<file path="config.mk">
export PLATFORM = sky130hd
export DESIGN_NAME = fc_argmax_flat
export DESIGN_NICKNAME = d
export VERILOG_FILES = /design/src/rtl/fc_argmax_if.sv /design/src/rtl/fc_argmax.sv /design/src/flat_wrapper.sv
export SDC_FILE = /design/constraint.sdc
export NUM_CORES = 1
export LEC_CHECK = 0
export CAP_MARGIN = 25
export CORE_MARGIN = 2
export CORE_UTILIZATION = 25
export DETAILED_ROUTE_END_ITERATION = 7
export GPL_TIMING_DRIVEN = 0
export PLACE_DENSITY_LB_ADDON = 0.05
export SLEW_MARGIN = 0
export SYNTH_ARGS = -nofsm -noshare
export SYNTH_HDL_FRONTEND = slang
export SYNTH_SLANG_ARGS = --single-unit
</file>
<file path="constraint.sdc">
create_clock -name clk -period 4.5 [get_ports clk]
set_clock_uncertainty 0.1 [all_clocks]
set_input_delay 0.9 -clock clk [delete_from_list [all_inputs] [get_ports clk]]
set_output_delay 0.9 -clock clk [all_outputs]
set_load 0.02 [all_outputs]
</file>
<file path="src/rtl/fc_argmax_if.sv">
// rtl/fc_argmax_if.sv - score-in / class-out handshake bundle for fc_argmax
// FC_ARGMAX_SCORE_EN adds the out_max winning-score signal.
interface fc_argmax_if #(
    parameter int IN_W = 23,
    parameter int CW   = 4
);
    logic            in_valid;
    logic            in_ready;
    logic [IN_W-1:0] in_data;
    logic            out_valid;
    logic            out_ready;
    logic [CW-1:0]   out_class;
`ifdef FC_ARGMAX_SCORE_EN
    logic [IN_W-1:0] out_max;
`endif

    modport master (
        output in_valid, in_data, out_ready,
        input  in_ready, out_valid, out_class
`ifdef FC_ARGMAX_SCORE_EN
        , input out_max
`endif
    );

    modport slave (
        input  in_valid, in_data, out_ready,
        output in_ready, out_valid, out_class
`ifdef FC_ARGMAX_SCORE_EN
        , output out_max
`endif
    );
endinterface

</file>
<file path="src/rtl/fc_argmax.sv">
// rtl/fc_argmax.sv - streaming argmax over N_CLASS neuron scores per frame
// FC_ARGMAX_SCORE_EN: also present the winning score on out_max.
module fc_argmax #(
    parameter int WIDTH   = 8,
    parameter int IN_W    = WIDTH * 2 + 7,
    parameter int N_CLASS = 10
) (
    input logic         clk,
    input logic         rst,
    fc_argmax_if.slave  bus
);
    localparam int CW = (N_CLASS > 1) ? $clog2(N_CLASS) : 1;
    localparam logic [CW-1:0] LAST = CW'(N_CLASS - 1);

    typedef enum logic {ACC = 1'b0, HOLD = 1'b1} state_t;

    state_t          state_q, state_d;
    logic [CW-1:0]   cnt_q, cnt_d;
    logic [CW-1:0]   best_idx_q, best_idx_d;
    logic [IN_W-1:0] best_q, best_d;
    logic            beat;
    logic            take;

    always_ff @(posedge clk or posedge rst) begin
        if (rst) begin
            state_q    <= ACC;
            cnt_q      <= '0;
            best_idx_q <= '0;
            best_q     <= '0;
        end else begin
            state_q    <= state_d;
            cnt_q      <= cnt_d;
            best_idx_q <= best_idx_d;
            best_q     <= best_d;
        end
    end

    // Strict compare keeps the earliest index on ties; beat 0 always loads.
    always_comb begin
        state_d    = state_q;
        cnt_d      = cnt_q;
        best_idx_d = best_idx_q;
        best_d     = best_q;
        beat       = bus.in_valid && (state_q == ACC);
        take       = beat && ((cnt_q == '0) || (bus.in_data > best_q));
        case (state_q)
            ACC: begin
                if (beat) begin
                    if (take) begin
                        best_d     = bus.in_data;
                        best_idx_d = cnt_q;
                    end
                    if (cnt_q == LAST) begin
                        state_d = HOLD;
                        cnt_d   = '0;
                    end else begin
                        cnt_d = cnt_q + 1'b1;
                    end
                end
            end
            HOLD: begin
                if (bus.out_ready) begin
                    state_d    = ACC;
                    best_d     = '0;
                    best_idx_d = '0;
                end
            end
            default: state_d = ACC;
        endcase
    end

    always_comb begin
        bus.in_ready  = (state_q == ACC);
        bus.out_valid = (state_q == HOLD);
        bus.out_class = best_idx_q;
`ifdef FC_ARGMAX_SCORE_EN
        bus.out_max   = best_q;
`endif
    end
endmodule
</file>
<file path="src/flat_wrapper.sv">
// flat-port wrapper written by rule: the top's interface ports become plain ports
module fc_argmax_flat 
#(
    parameter int WIDTH   = 8,
    parameter int IN_W    = WIDTH * 2 + 7,
    parameter int N_CLASS = 10
)
  (clk, rst, bus_in_valid, bus_in_data, bus_out_ready, bus_in_ready, bus_out_valid, bus_out_class);
  fc_argmax_if #(.IN_W(IN_W)) bus_i ();
  input logic clk;
  input logic rst;
  input wire logic [$bits(bus_i.in_valid)-1:0] bus_in_valid;
  input wire logic [$bits(bus_i.in_data)-1:0] bus_in_data;
  input wire logic [$bits(bus_i.out_ready)-1:0] bus_out_ready;
  output wire logic [$bits(bus_i.in_ready)-1:0] bus_in_ready;
  output wire logic [$bits(bus_i.out_valid)-1:0] bus_out_valid;
  output wire logic [$bits(bus_i.out_class)-1:0] bus_out_class;
  assign bus_i.in_valid = bus_in_valid;
  assign bus_i.in_data = bus_in_data;
  assign bus_i.out_ready = bus_out_ready;
  assign bus_in_ready = bus_i.in_ready;
  assign bus_out_valid = bus_i.out_valid;
  assign bus_out_class = bus_i.out_class;
  fc_argmax #(.WIDTH(WIDTH), .IN_W(IN_W), .N_CLASS(N_CLASS)) u_core (.clk(clk), .rst(rst), .bus(bus_i));
endmodule
</file>
[Word-level counts from Yosys, hierarchy flattened]
Cells that the tools add are included.
Word-level totals
  flip-flop bits (word level): 32
  bits of input ports: 27
  output and inout bits: 6
Cells by class
  reductions and logical operators: 6
  equal/unequal tests: 4
  $lt $le $gt $ge: 1
  multiplexer cells: 13
  add/sub/neg operators: 1
  bitwise logic cells: 1
Operators with widths (number)
  2-to-1 mux 23 bit: 3
  case mux 23 bit (2 select lines): 1
  > comparator 23 bit: 1
  2-to-1 mux 4 bit: 4
  case mux 4 bit (2 select lines): 1
  adder 4 x 1 -> 4 bit (second input constant): 1
  equality test 4 bit (second input constant): 1
  zero test 4 bit: 1
  inequality test 2 x 1 -> 1 bit (second input constant): 2
  2-to-1 mux 1 bit: 3
  AND reduction 3 bit: 1
  logical AND 1 bit: 2
  inequality test 2 bit (second input constant): 1
  case mux 1 bit (2 select lines): 1
  AND reduction 2 bit: 1
  logical OR 1 bit: 1
  NOT 1 bit: 1

[Depth between registers and ports, before layout]
Gate-level depths: netlist (run 1).
  word-level depth: 6
  gate-level depth with buffers: 9
  depth with buffers taken out: 8

[Worst setup path before layout (run 1)]
OpenSTA, ideal clock, no wires.
  path kind: input to register
  from: input port bus_in_data[6]
  to: register u_core.best_q[10]
  data required time: 4321 ps
  path buffers: 1
  stages: 8
  slack: 1585 ps
  arrival: 2736 ps
  cell sequence: ha_1 -> and4_4 -> a21boi_1 -> o31ai_1 -> nand2_1 -> a221oi_4 -> buf_8 -> mux2i_1
Between the ends
  cells in the longest elaborated chain, start to end: 5
RTL lines
  start: declaration: line flat_wrapper.sv:13  | input wire logic [$bits(bus_i.in_data)-1:0] bus_in_data;
  > comparator 23 bit: line fc_argmax.sv:45  | take = beat && ((cnt_q == '0) || (bus.in_data > best_q));
  logical OR 1 bit: line fc_argmax.sv:45
  logical AND 1 bit: line fc_argmax.sv:45
  inequality test 2 x 1 -> 1 bit (no source line)
  AND reduction 3 bit (no source line)
  end signal: assignment: line fc_argmax.sv:34  | best_q <= best_d;
  end: declaration: line fc_argmax.sv:20  | logic [IN_W-1:0] best_q, best_d;
No other way between the ends.
A chain may end at the register's enable or synchronous reset.

[Final worst setup path (run 1)]
  from: input port bus_in_data[10]
  to: register u_core.best_q[19]
The elaborated chain is that of the path after synthesis.

==> flow_summary.yaml, run 1 <==
run_status:
  outcome: "finished, final reports clean"
clock_network:
  ctsResizeCount: 0
  htreeDepth: 2
  root_buffer: "clkbuf_8"
  cts_buffers: 5
  cts_tree: "built"
  post_cts_buffers: 0
  path_clk_slew_ns: 0.07
  clk_path_buf_depth: 2
  clock_latency_ns: 0.29
  cts.sinks: 32
  cts_hold_buf: 0
finish:
  syn2layout_area_growth_pct: 27.3
  area.sequential_um2: 801
  final_cells: 358
  fillers: 879
  antenna_cells: 0
  drive_above_1_share: 0.0593
  fin_nets: 302
  multiInputGateArea_um2: 1030
  layout_common_cells: "inv_1 (47), clkdlybuf4s50_1 (32), dfrtp_1 (32)"
  fin_area_um2: 2610
  layout.cells.most_common: "inv_1"
synth:
  synth_area_um2: 2050
  synthFlopType: "dfrtp_1"
  synth_cells: 213
  synth.distinct_cells: 37
  synth_edf_count: 0
  ys.warnings.count: 0
  synth_top_area_frac: 0.391
  synth_fp_nets: 263
  ys_seq_area_frac: 0.391
  synth.area.top_cells: "dfrtp_1 (39%), ha_1 (14%), mux2i_1 (12%), inv_1 (8.8%), nand2_1 (5.7%)"
  synth-seq-cells: 32
  syn_avg_cell_area_um2: 9.62
  synth_top_area_cell: "dfrtp_1"
  async_flop_share: 1.00
critical_path:
  crit_type: "in -> reg"
  r2r-end: "u_core.best_q[19]$_DFFE_PP0P_"
  cp.required_ns: 4.60
  r2r_cells: 9
  worst-r2r-setup-slack_ns: 1.74
  cp-start-kind: "input port"
  cp_data_arrival_time_ns: 3.54
  r2r_start: "u_core.best_q[10]$_DFFE_PP0P_"
  crit_path_max_fanout: 10
  end_kind: "flip-flop"
placed_design:
  placed_area_um2: 2500
  dp_hpwl_um: 3240
  io_buffers: 32
  gp_congestion: 0.672
  placedCellCount: 350
sta:
  fmax_mhz: 291
  fin_crit_ns: 3.44
  slew_viol_final: 0
  tightestPinTransition_ns: 0.730
  tns_ns: 0
  fin_crit_sh: 0.764
  rsz0062_at_grt: "no"
  setup_viol: 0
  hold_violations: 0
  slew_headroom: 0.513
die:
  dieArea_um2: 8940
  start_util: 0.253
  dieWidth_um: 94.5
  core_um2: 8090
  row_count: 33
  num_io_pins: 33
  die_h_um: 94.5
hold_path:
  hold_path_depth: 1
  hold-path-endpoint: "u_core.cnt_q[0]$_DFFE_PP0P_"
  min-delay-start: "u_core.cnt_q[0]$_DFFE_PP0P_"
  worstHoldPathType: "reg -> reg"
flow_run:
  drv_cap: 0
power:
  power.switching_mw: 0.585
  p_total_mw: 1.55
  power_frac_comb: 0.482
  p_leak_nw: 1.41
  ir_worst_vdd_uv: 183
  seq_power_share: 0.338
  clockPowerShare: 0.180
  p_int_mw: 0.967
  netSwitchingFraction: 0.377
  power_per_cell_area_nw_per_um2: 595
detailed_routing:
  routed_wl_um: 4340
  drtIter0Drc: 30
  wl_per_cell_um: 12.1
  dr.pass1.iters: 2
  num_vias: 1512
  drc: 0
  vias_per_cell: 4.22
  detail-route-antenna-nets: 0
global_route:
  grt-ovfl-total: 0
  grt_pass1_wl_um: 7710
  grtUsageTotal: 0.110
  antenna_found_initial: 0
  grt_max_degree: 33
  grt_pass1_vias: 1609
==> routing by layer <==
metal / track usage / wire length, µm
met1: 0.143 / 2100
met2: 0.184 / 2030
met3: 0.0247 / 155
met4: 0.0326 / 54
met5: 0 / 0
==> registers in the layout (all words and copies together), names as in the netlist <==
| register | cells |
|---|---|
| u_core.best_q | 23 |
| u_core.bus.out_class | 4 |
| u_core.bus.out_valid | 1 |
| u_core.cnt_q | 4 |
==> stage by stage <==
stage | hold WS, ns | worst slack [ns] | utilization
2_1_floorplan | 0.376 | 1.59 | -
3_3_place_gp | 0.405 | 0.690 | 0.309
3_5_place_dp | 0.406 | 0.716 | 0.309
4_1_cts | 0.417 | 1.02 | 0.322
5_1_grt | 0.453 | 0.856 | 0.322
6_report | 0.423 | 1.06 | 0.322
==> worst max path at each step <==
| stage | start | endpoint | slack (ns) | cells after the start |
|---|---|---|---|---|
| final | bus_in_data[10] | u_core.best_q[19]$_DFFE_PP0P_ | 1.06 | 9 |
| after global routing | bus_in_data[18] | u_core.best_q[13]$_DFFE_PP0P_ | 0.86 | 9 |
| after CTS | bus_in_data[10] | u_core.best_q[11]$_DFFE_PP0P_ | 1.02 | 9 |
| after detailed placement | bus_in_data[10] | u_core.best_q[3]$_DFFE_PP0P_ | 0.72 | 9 |
| after global placement | bus_in_data[6] | u_core.best_q[8]$_DFFE_PP0P_ | 0.69 | 9 |
| after floorplan | bus_in_data[6] | u_core.best_q[10]$_DFFE_PP0P_ | 1.59 | 8 |
==> cells in the mapped netlist (2+ instances only) <==
master     n
ha_1      23
nand2_1   31
nand4_1    2
clkbuf_1   3
and4_1     3
buf_8      2
a32o_1     4
and3_1     2
dfrtp_1   32
and2_1     2
mux2i_1   24
inv_1     48
o21ai_1    2
a221oi_1   2
nand3_1    3
o21ai_0    3
a21oi_1    7
==> cell families (layout without fill, tap and decap cells) <==
kind of cell             after synthesis  in the layout  synth area share
AND/OR/NAND/NOR                       54             54             0.142
multiplexers                          24             24             0.117
AO/OA/AOI/OAI                         25             25            0.0934
flip-flops                            32             32             0.391
buffers and inverters                 53             93             0.108
adder cells (fa/ha/maj)               23             23             0.140
XOR/XNOR                               2              2           0.00855
==> layout make-up <==
class,count,area share
multi-input cells,128,0.394
flip-flops and latches,32,0.307
repair buffers,32,0.123
inverters,48,0.0691
well taps,105,0.0504
clock buffers,6,0.0278
plain buffers,5,0.0158
clock inverters,2,0.0134
==> worst max-delay path, cell delays in order <==
cell,delay [ns]
clkdlybuf4s50_1,0.43
ha_1,0.33
a21oi_1,0.15
o21ai_1,0.09
a221oi_1,0.42
and4bb_4,0.26
a221oi_4,0.50
buf_8,0.24
mux2i_1,0.20
==> power by group through the flow <==
| stage | registers (mW) | logic [mW] | clock network, mW |
|---|---|---|---|
| 2_1_floorplan | 0.530 | 0.550 | 0 |
| 3_5_place_dp | 0.531 | 0.764 | 0 |
| 4_1_cts | 0.526 | 0.768 | 0.291 |
| 5_1_grt | 0.546 | 0.871 | 0.301 |
| 3_3_place_gp | 0.532 | 0.762 | 0 |
| 6_report | 0.524 | 0.748 | 0.280 |
Note: power is estimated with default switching activity, not from simulation.
==> run 2: changes to the inputs <==
clock period = 3.2 ns   (was 4.5 ns; I/O delays follow)
==> run 2 against run 1 <==
Net effect: sequential power rose by 41%; setup slack lost 0.83 ns; critical path depth stayed put; critical path type unchanged.
==> flow_summary.yaml, run 2 (synthesis results as in run 1) <==
run_status:
  outcome: "finished, final reports clean"
placed_design:
  dp_hpwl_um: 3240
  placed_area_um2: 2500
  placedCellCount: 350
  detailedPlace.worstSlack_ns: -0.324
  io_buffers: 32
  gp_congestion: 0.672
die:
  num_io_pins: 33
  die_h_um: 94.5
  dieArea_um2: 8940
  core_um2: 8090
  row_count: 33
  dieWidth_um: 94.5
  start_util: 0.253
finish:
  fin_nets: 304
  antenna_cells: 0
  layout.cells.most_common: "inv_1"
  syn2layout_area_growth_pct: 28.0
  fillers: 880
  largest_reg_flops: 23
  fin_area_um2: 2620
  layout_common_cells: "inv_1 (47), clkdlybuf4s50_1 (32), dfrtp_1 (32)"
  registers.top_by_ff_count: "u_core.best_q"
  final_cells: 360
  drive_above_1_share: 0.0667
  utilization: 0.324
sta:
  setup_slack_ns: 0.235
  fin_crit_sh: 0.926
  setup_viol: 0
  hold_violations: 0
  fin_hold_ws_ns: 0.419
  fmax_mhz: 337
  slew_headroom: 0.512
  fin_crit_ns: 2.96
  slew_viol_final: 0
  rsz0062_at_grt: "no"
  tightestPinTransition_ns: 0.731
critical_path:
  critPathSlowestCell: "a221oi_1"
  r2r_cells: 9
  crit_family: "compound AO/OA/AOI/OAI gates"
  cp-start-kind: "input port"
  crit_type: "in -> reg"
  critPathBufInv: 2
  slowest_delay_ns: 0.44
  end_kind: "flip-flop"
  critical_path_depth: 9
  cp.required_ns: 3.31
  cp_data_arrival_time_ns: 3.07
  crit_path_max_fanout: 10
  crit_path_cell_trace: "clkdlybuf4s50_1 -> ha_1 -> a21oi_1 -> o21ai_1 -> a221oi_1 -> and4bb_4 -> a221oi_4 -> buf_8 -> mux2i_1"
clock_network:
  post_cts_buffers: 2
  root_buffer: "clkbuf_8"
  htreeDepth: 2
  clock_latency_ns: 0.29
  cts_hold_buf: 0
  cts_buffers: 5
  ctsResizeCount: 0
  clk_path_buf_depth: 2
  cts.sinks: 32
  cts_tree: "built"
  path_clk_slew_ns: 0.07
flow_run:
  drv_cap: 0
detailed_routing:
  routed_wl_um: 4360
  drtIter0Drc: 30
  detail-route-antenna-nets: 0
  drc: 0
  vias_per_cell: 4.20
  num_vias: 1512
  dr.pass1.iters: 5
  wl_per_cell_um: 12.1
power:
  ir_worst_vdd_uv: 263
  power_per_cell_area_nw_per_um2: 839
  p_leak_nw: 1.42
global_route:
  grtUsageTotal: 0.111
  grt-ovfl-total: 0
  antenna_found_initial: 0
  grt_max_degree: 33
  grt_pass1_vias: 1618
  grt_pass1_wl_um: 7730
hold_path:
  hold_path_depth: 1
  worstHoldPathType: "reg -> reg"
[run 2: cell count changes in the layout (fill, tap and decap cells not counted)]
cell and change:
buf_4 +2
[run 2: area by class of cell]
class / count / area, µm² / area share
multi-input combinational: 128 / 1030 / 0.392
timing repair buffer: 34 / 335 / 0.128
clock buffer: 6 / 72.6 / 0.0277
tap: 105 / 131 / 0.0501
clock inverter: 2 / 35.0 / 0.0134
buffer: 5 / 41.3 / 0.0157
sequential: 32 / 801 / 0.305
inverter: 48 / 180 / 0.0687
[run 2: final timing paths]
check	slack [ns]	from	end
worst min register to register	0.42	u_core.cnt_q[0]$_DFFE_PP0P_	u_core.cnt_q[0]$_DFFE_PP0P_
max in group asynchronous	1.83	rst	u_core.best_q[11]$_DFFE_PP0P_
worst max-delay path	0.24	bus_in_data[10]	u_core.best_q[19]$_DFFE_PP0P_
worst max register to register	0.65	u_core.best_q[10]$_DFFE_PP0P_	u_core.best_q[19]$_DFFE_PP0P_
worst min-delay path	0.42	u_core.cnt_q[0]$_DFFE_PP0P_	u_core.cnt_q[0]$_DFFE_PP0P_
min in group asynchronous	0.69	rst	u_core.best_q[10]$_DFFE_PP0P_
[run 2: power breakdown]
| part | internal (mW) | leakage, nW | switching (mW) | total, mW |
|---|---|---|---|---|
| Sequential | 0.610 | 0.384 | 0.127 | 0.737 |
| Combinational | 0.535 | 0.977 | 0.537 | 1.07 |
| Clock | 0.231 | 0.0552 | 0.162 | 0.393 |
[run 2: per-stage QoR]
stage	power (mW)	TNS, ns
after floorplan	1.52	0
after global placement	1.82	-7.53
after detailed placement	1.82	-7.02
after CTS	2.25	0
after global routing	2.44	0
final	2.20	0
[run 2: per-layer routing]
layer  part of all wire  GRT usage
met1               0.49      0.142
met2               0.46      0.186
met3              0.032     0.0247
met4              0.011     0.0326
met5                  0          0
[run 2: worst register-to-register path, delay by kind of cell, from the launching register on]
| kind | cells | cell delay (ns) |
|---|---|---|
| multiplexers | 1 | 0.21 |
| AND/OR/NAND/NOR | 1 | 0.27 |
| adder cells (fa/ha/maj) | 1 | 0.30 |
| flip-flops | 1 | 0.35 |
| buffers and inverters | 2 | 0.26 |
| AO/OA/AOI/OAI | 4 | 0.97 |
==> run 3: changes to the inputs <==
REMOVE_ABC_BUFFERS = 1   (was not set)
==> run 3 against run 2 <==
Net effect: clock power is 16% lower; total power is 0.97% lower; flip-flop and latch count stayed put; die area stayed put; setup slack better by 0.036 ns; core utilization is 0.11 points higher; final cell count is 0.28% lower; cell area is 0.33% higher; routed wire length is 1.9% higher; critical path depth is 1 higher; via count is 0.33% higher; sequential power is 0.8% higher; largest power group unchanged; highest routed layer unchanged.
==> flow_summary.yaml, run 3 (synthesis results as in run 1) <==
run_status:
  outcome: "finished, final reports clean"
clock_network:
  cts.sinks: 32
  clock_latency_ns: 0.28
  htreeDepth: 2
  path_clk_slew_ns: 0.07
  root_buffer: "clkbuf_8"
  cts_buffers: 5
  cts_tree: "built"
  clk_path_buf_depth: 2
power:
  p_total_mw: 2.18
  p_leak_nw: 1.43
  ir_worst_vdd_uv: 237
  power_per_cell_area_nw_per_um2: 828
sta:
  fin_crit_ns: 2.93
  rsz0062_at_grt: "no"
  slew_viol_final: 0
  setup_slack_ns: 0.271
  hold_violations: 0
  fmax_mhz: 341
  tightestPinTransition_ns: 0.753
  slew_headroom: 0.497
  fin_hold_ws_ns: 0.422
  setup_viol: 0
  tns_ns: 0
  fin_crit_sh: 0.915
critical_path:
  end_kind: "flip-flop"
  worst-r2r-setup-slack_ns: 0.71
  crit_path_max_fanout: 10
  crit_path_cell_trace: "clkdlybuf4s50_1 -> ha_1 -> a21oi_1 -> o21ai_0 -> a221oi_1 -> nand2_1 -> a221oi_4 -> buf_4 -> buf_8 -> mux2i_1"
  cp_data_arrival_time_ns: 3.03
  r2r_start: "u_core.best_q[18]$_DFFE_PP0P_"
  crit_type: "in -> reg"
  r2r-end: "u_core.best_q[9]$_DFFE_PP0P_"
  r2r_cells: 10
  cp.required_ns: 3.30
  critPathSlowestCell: "a221oi_1"
  cp-start-kind: "input port"
  slowest_delay_ns: 0.47
hold_path:
  hold_path_depth: 1
  hold-path-endpoint: "u_core.bus.out_class[3]$_DFFE_PP0P_"
  min-delay-start: "u_core.bus.out_class[3]$_DFFE_PP0P_"
  worstHoldPathType: "reg -> reg"
placed_design:
  placed_area_um2: 2520
  gp_congestion: 0.678
  io_buffers: 32
  placedCellCount: 348
  dp_hpwl_um: 3200
  detailedPlace.worstSlack_ns: -0.357
finish:
  layout.cells.most_common: "inv_1"
  registers.top_by_ff_count: "u_core.best_q"
  fin_nets: 303
  layout_common_cells: "inv_1 (47), clkdlybuf4s50_1 (32), dfrtp_1 (32)"
  largest_reg_flops: 23
  utilization: 0.325
  drive_above_1_share: 0.0787
  fin_area_um2: 2630
  antenna_cells: 0
  syn2layout_area_growth_pct: 28.4
  final_cells: 359
global_route:
  grtUsageTotal: 0.114
  antenna_found_initial: 0
  grt_pass1_wl_um: 7720
  grt_max_degree: 33
  grt-ovfl-total: 0
  grt_pass1_vias: 1558
die:
  num_io_pins: 33
  start_util: 0.253
  core_um2: 8090
  row_count: 33
  dieArea_um2: 8940
  dieWidth_um: 94.5
  die_h_um: 94.5
detailed_routing:
  routed_wl_um: 4440
  vias_per_cell: 4.23
  drtIter0Drc: 48
  num_vias: 1517
  dr.pass1.iters: 4
  drc: 0
  detail-route-antenna-nets: 0
  wl_per_cell_um: 12.4
flow_run:
  drv_cap: 0
-- run 3: area by class of cell --
| cell class | count | area, µm² |
|---|---|---|
| inverters | 48 | 180 |
| well taps | 105 | 131 |
| multi-input cells | 128 | 1030 |
| clock buffers | 6 | 82.6 |
| clock inverters | 2 | 10.0 |
| repair buffers | 38 | 400 |
| fillers | 888 | 5460 |
| flip-flops and latches | 32 | 801 |
-- run 3: critical path, delay by kind of cell --
family / cells / cell delay [ns]
AOI/OAI and AO/OA: 4 / 0.96
buffers and inverters: 3 / 0.75
muxes: 1 / 0.20
and+or+nand+nor: 1 / 0.16
adders and majority gates: 1 / 0.32
-- run 3: worst max path at each step --
stage                               start                                   to  cells past startpoint
after global routing      bus_in_data[16]         u_core.best_q[8]$_DFFE_PP0P_                     10
after floorplan            bus_in_data[6]  u_core.bus.out_class[0]$_DFFE_PP0P_                      7
after global placement    bus_in_data[16]         u_core.best_q[8]$_DFFE_PP0P_                      8
after detailed placement  bus_in_data[10]         u_core.best_q[8]$_DFFE_PP0P_                      9
final                     bus_in_data[16]         u_core.best_q[9]$_DFFE_PP0P_                     10
after CTS                 bus_in_data[10]        u_core.best_q[15]$_DFFE_PP0P_                     10
-- run 3: power by group --
group / internal (mW) / switching [mW]
Combinational: 0.563 / 0.542
Clock: 0.172 / 0.160
Sequential: 0.610 / 0.133
Total: 1.34 / 0.835
-- run 3: layer usage --
layer	part of all wire	wire length (µm)	up-vias	global-route usage
met1	0.50	2230	692	0.156
met3	0.043	193	6	0.0271
li1	-	-	792	-
met5	0	0	-	0
met2	0.44	1970	27	0.180
met4	0.013	57	0	0.0290
-- run 3: what timing repair did --
action / CTS / global route
endpoints found under the setup margin: 18 / 0
buffers inserted: 3 / 0
gates resized for setup: 0 / 0
hold endpoints to repair: 0 / 0
hold buffers: 0 / 0
==> RTL change, RTL diff (config.mk and constraints of run 1) <==
`N_CLASS` is set to 10 in 2 places; all go to 12.
--- a/src/rtl/fc_argmax.sv
+++ b/src/rtl/fc_argmax.sv
@@ -3,7 +3,7 @@
 module fc_argmax #(
     parameter int WIDTH   = 8,
     parameter int IN_W    = WIDTH * 2 + 7,
-    parameter int N_CLASS = 10
+    parameter int N_CLASS = 12
 ) (
     input logic         clk,
     input logic         rst,
--- a/src/flat_wrapper.sv
+++ b/src/flat_wrapper.sv
@@ -3,7 +3,7 @@
 #(
     parameter int WIDTH   = 8,
     parameter int IN_W    = WIDTH * 2 + 7,
-    parameter int N_CLASS = 10
+    parameter int N_CLASS = 12
 )
   (clk, rst, bus_in_valid, bus_in_data, bus_out_ready, bus_in_ready, bus_out_valid, bus_out_class);
   fc_argmax_if #(.IN_W(IN_W)) bus_i ();
Behaviour: no difference found for any inputs over 4 cycles, from zero or initial values and one cycle with rst high; that may be too few to reach the edited logic, so the function may still have changed.
==> RTL change against run 1 <==
  * Critical path depth is 1 higher
  * Final area is 0.48% lower
  * Sequential cell count stayed put
  * Sequential share of layout area is 0.15 points higher
  * Wire length is 0.42% higher
  * Count of clock-buffer cells in the layout is 1 lower
  * Setup slack better by 0.26 ns
  * Via count is 1.5% higher
  * Combinational power is 2% lower
  * Synthesized area is 0.67% higher
  * Total power is 5.7% lower
  * Maximum frequency is 8.2% higher
  * Cell count is 2.2% higher
  * Highest routed layer unchanged
==> RTL change: results (changes against run 1) <==
| Item | Reported | Unit | vs run 1 |
|:---|:---|:---|:---|
| Post-synthesis compound-gate area fraction | 8.98 | % | -0.37 points |
| Number of global-route vias before repair | 1543 | - | -4.1% |
| Sequential cell area share | 30.8 | % | +0.15 points |
| Headroom to the max-slew limit | 52.9 | % | +1.6 points |
| Worst vdd ir | 0.000189 | V | +3.4% |
| DRC violation total after the first TritonRoute iteration | 36 | - | +20% |
| Critical-path cell with the highest stage delay | sky130_fd_sc_hd__clkdlybuf4s50_1 | - |  |
| XOR/XNOR Fraction of Synth Area | 0 | % | -0.85 points |
| Fillers | 910 | - | +3.5% |
| Sequential group power | 0.511 | mW | -2% |
| Non-Filler Cell Area, Final | 2600 | um^2 | -0.48% |
| Sequential element share of the synthesized area | 38.8 | % | -0.26 points |
| Run status | complete, no violations | - |  |
| Post-DP HPWL | 3.24 | mm | about the same |
| Detailed-router iteration count before antenna repair | 4 | - | +2 |
| Non-CTS buffers | 38 | - | +2.7% |
| Adder-cell share of the synthesized area | 15.2 | % | +1.1 points |
| Post-DR wirelength/cell | 11.9 | um | -1.8% |
| Leading cell types by count after synthesis | 51 x sky130_fd_sc_hd__inv_1, 34 x sky130_fd_sc_hd__nand2_1, 32 x sky130_fd_sc_hd__dfrtp_1 | - |  |
| Number of multi-input combinational cells | 133 | - | +3.9% |
| Number of vias after detailed routing | 1535 | - | +1.5% |
| Switching Fraction | 39.0 | % | +1.3 points |
| Total placed cells including tap cells | 359 | - | +2.6% |
| Post-placement cell area | 2510 | um^2 | +0.55% |
| Area taken by multi-input logic gates | 1010 | um^2 | -1.9% |
| Longest individual stage delay on the worst path | 0.43 | ns | -0.07 ns |
| Non-clock inverter count | 51 | - | +6.3% |
| Mean area per synthesized cell | 9.29 | um^2 | -3.4% |
-- RTL change: cell types whose count changed after synthesis, sizes merged, moves of 3 or more --
cell   before  now
a21oi       7   10
and4        4    1
inv        48   51
nand2      31   34
o21ai       5    9
-- RTL change: worst paths after layout --
kind	end	cells after the start	slack, ns	from
worst max register to register	u_core.best_q[14]	10	2.01	u_core.best_q[18]
min in group asynchronous	u_core.best_q[10]	2	0.94	rst
max in group asynchronous	u_core.best_q[3]	2	2.90	rst
worst min-delay path	u_core.best_q[21]	2	0.43	u_core.best_q[21]
worst min register to register	u_core.best_q[21]	2	0.43	u_core.best_q[21]
worst max-delay path	u_core.best_q[14]	10	1.32	bus_in_data[18]
-- RTL change: routing by layer --
layer | vias up | global-route usage, % | share of wire, %
li1 | 803 | - | -
met1 | 714 | 14.3 | 50
met2 | 16 | 17.4 | 47
met3 | 2 | 3.27 | 3.2
met4 | 0 | 3.26 | 0.69
met5 | - | 0 | 0
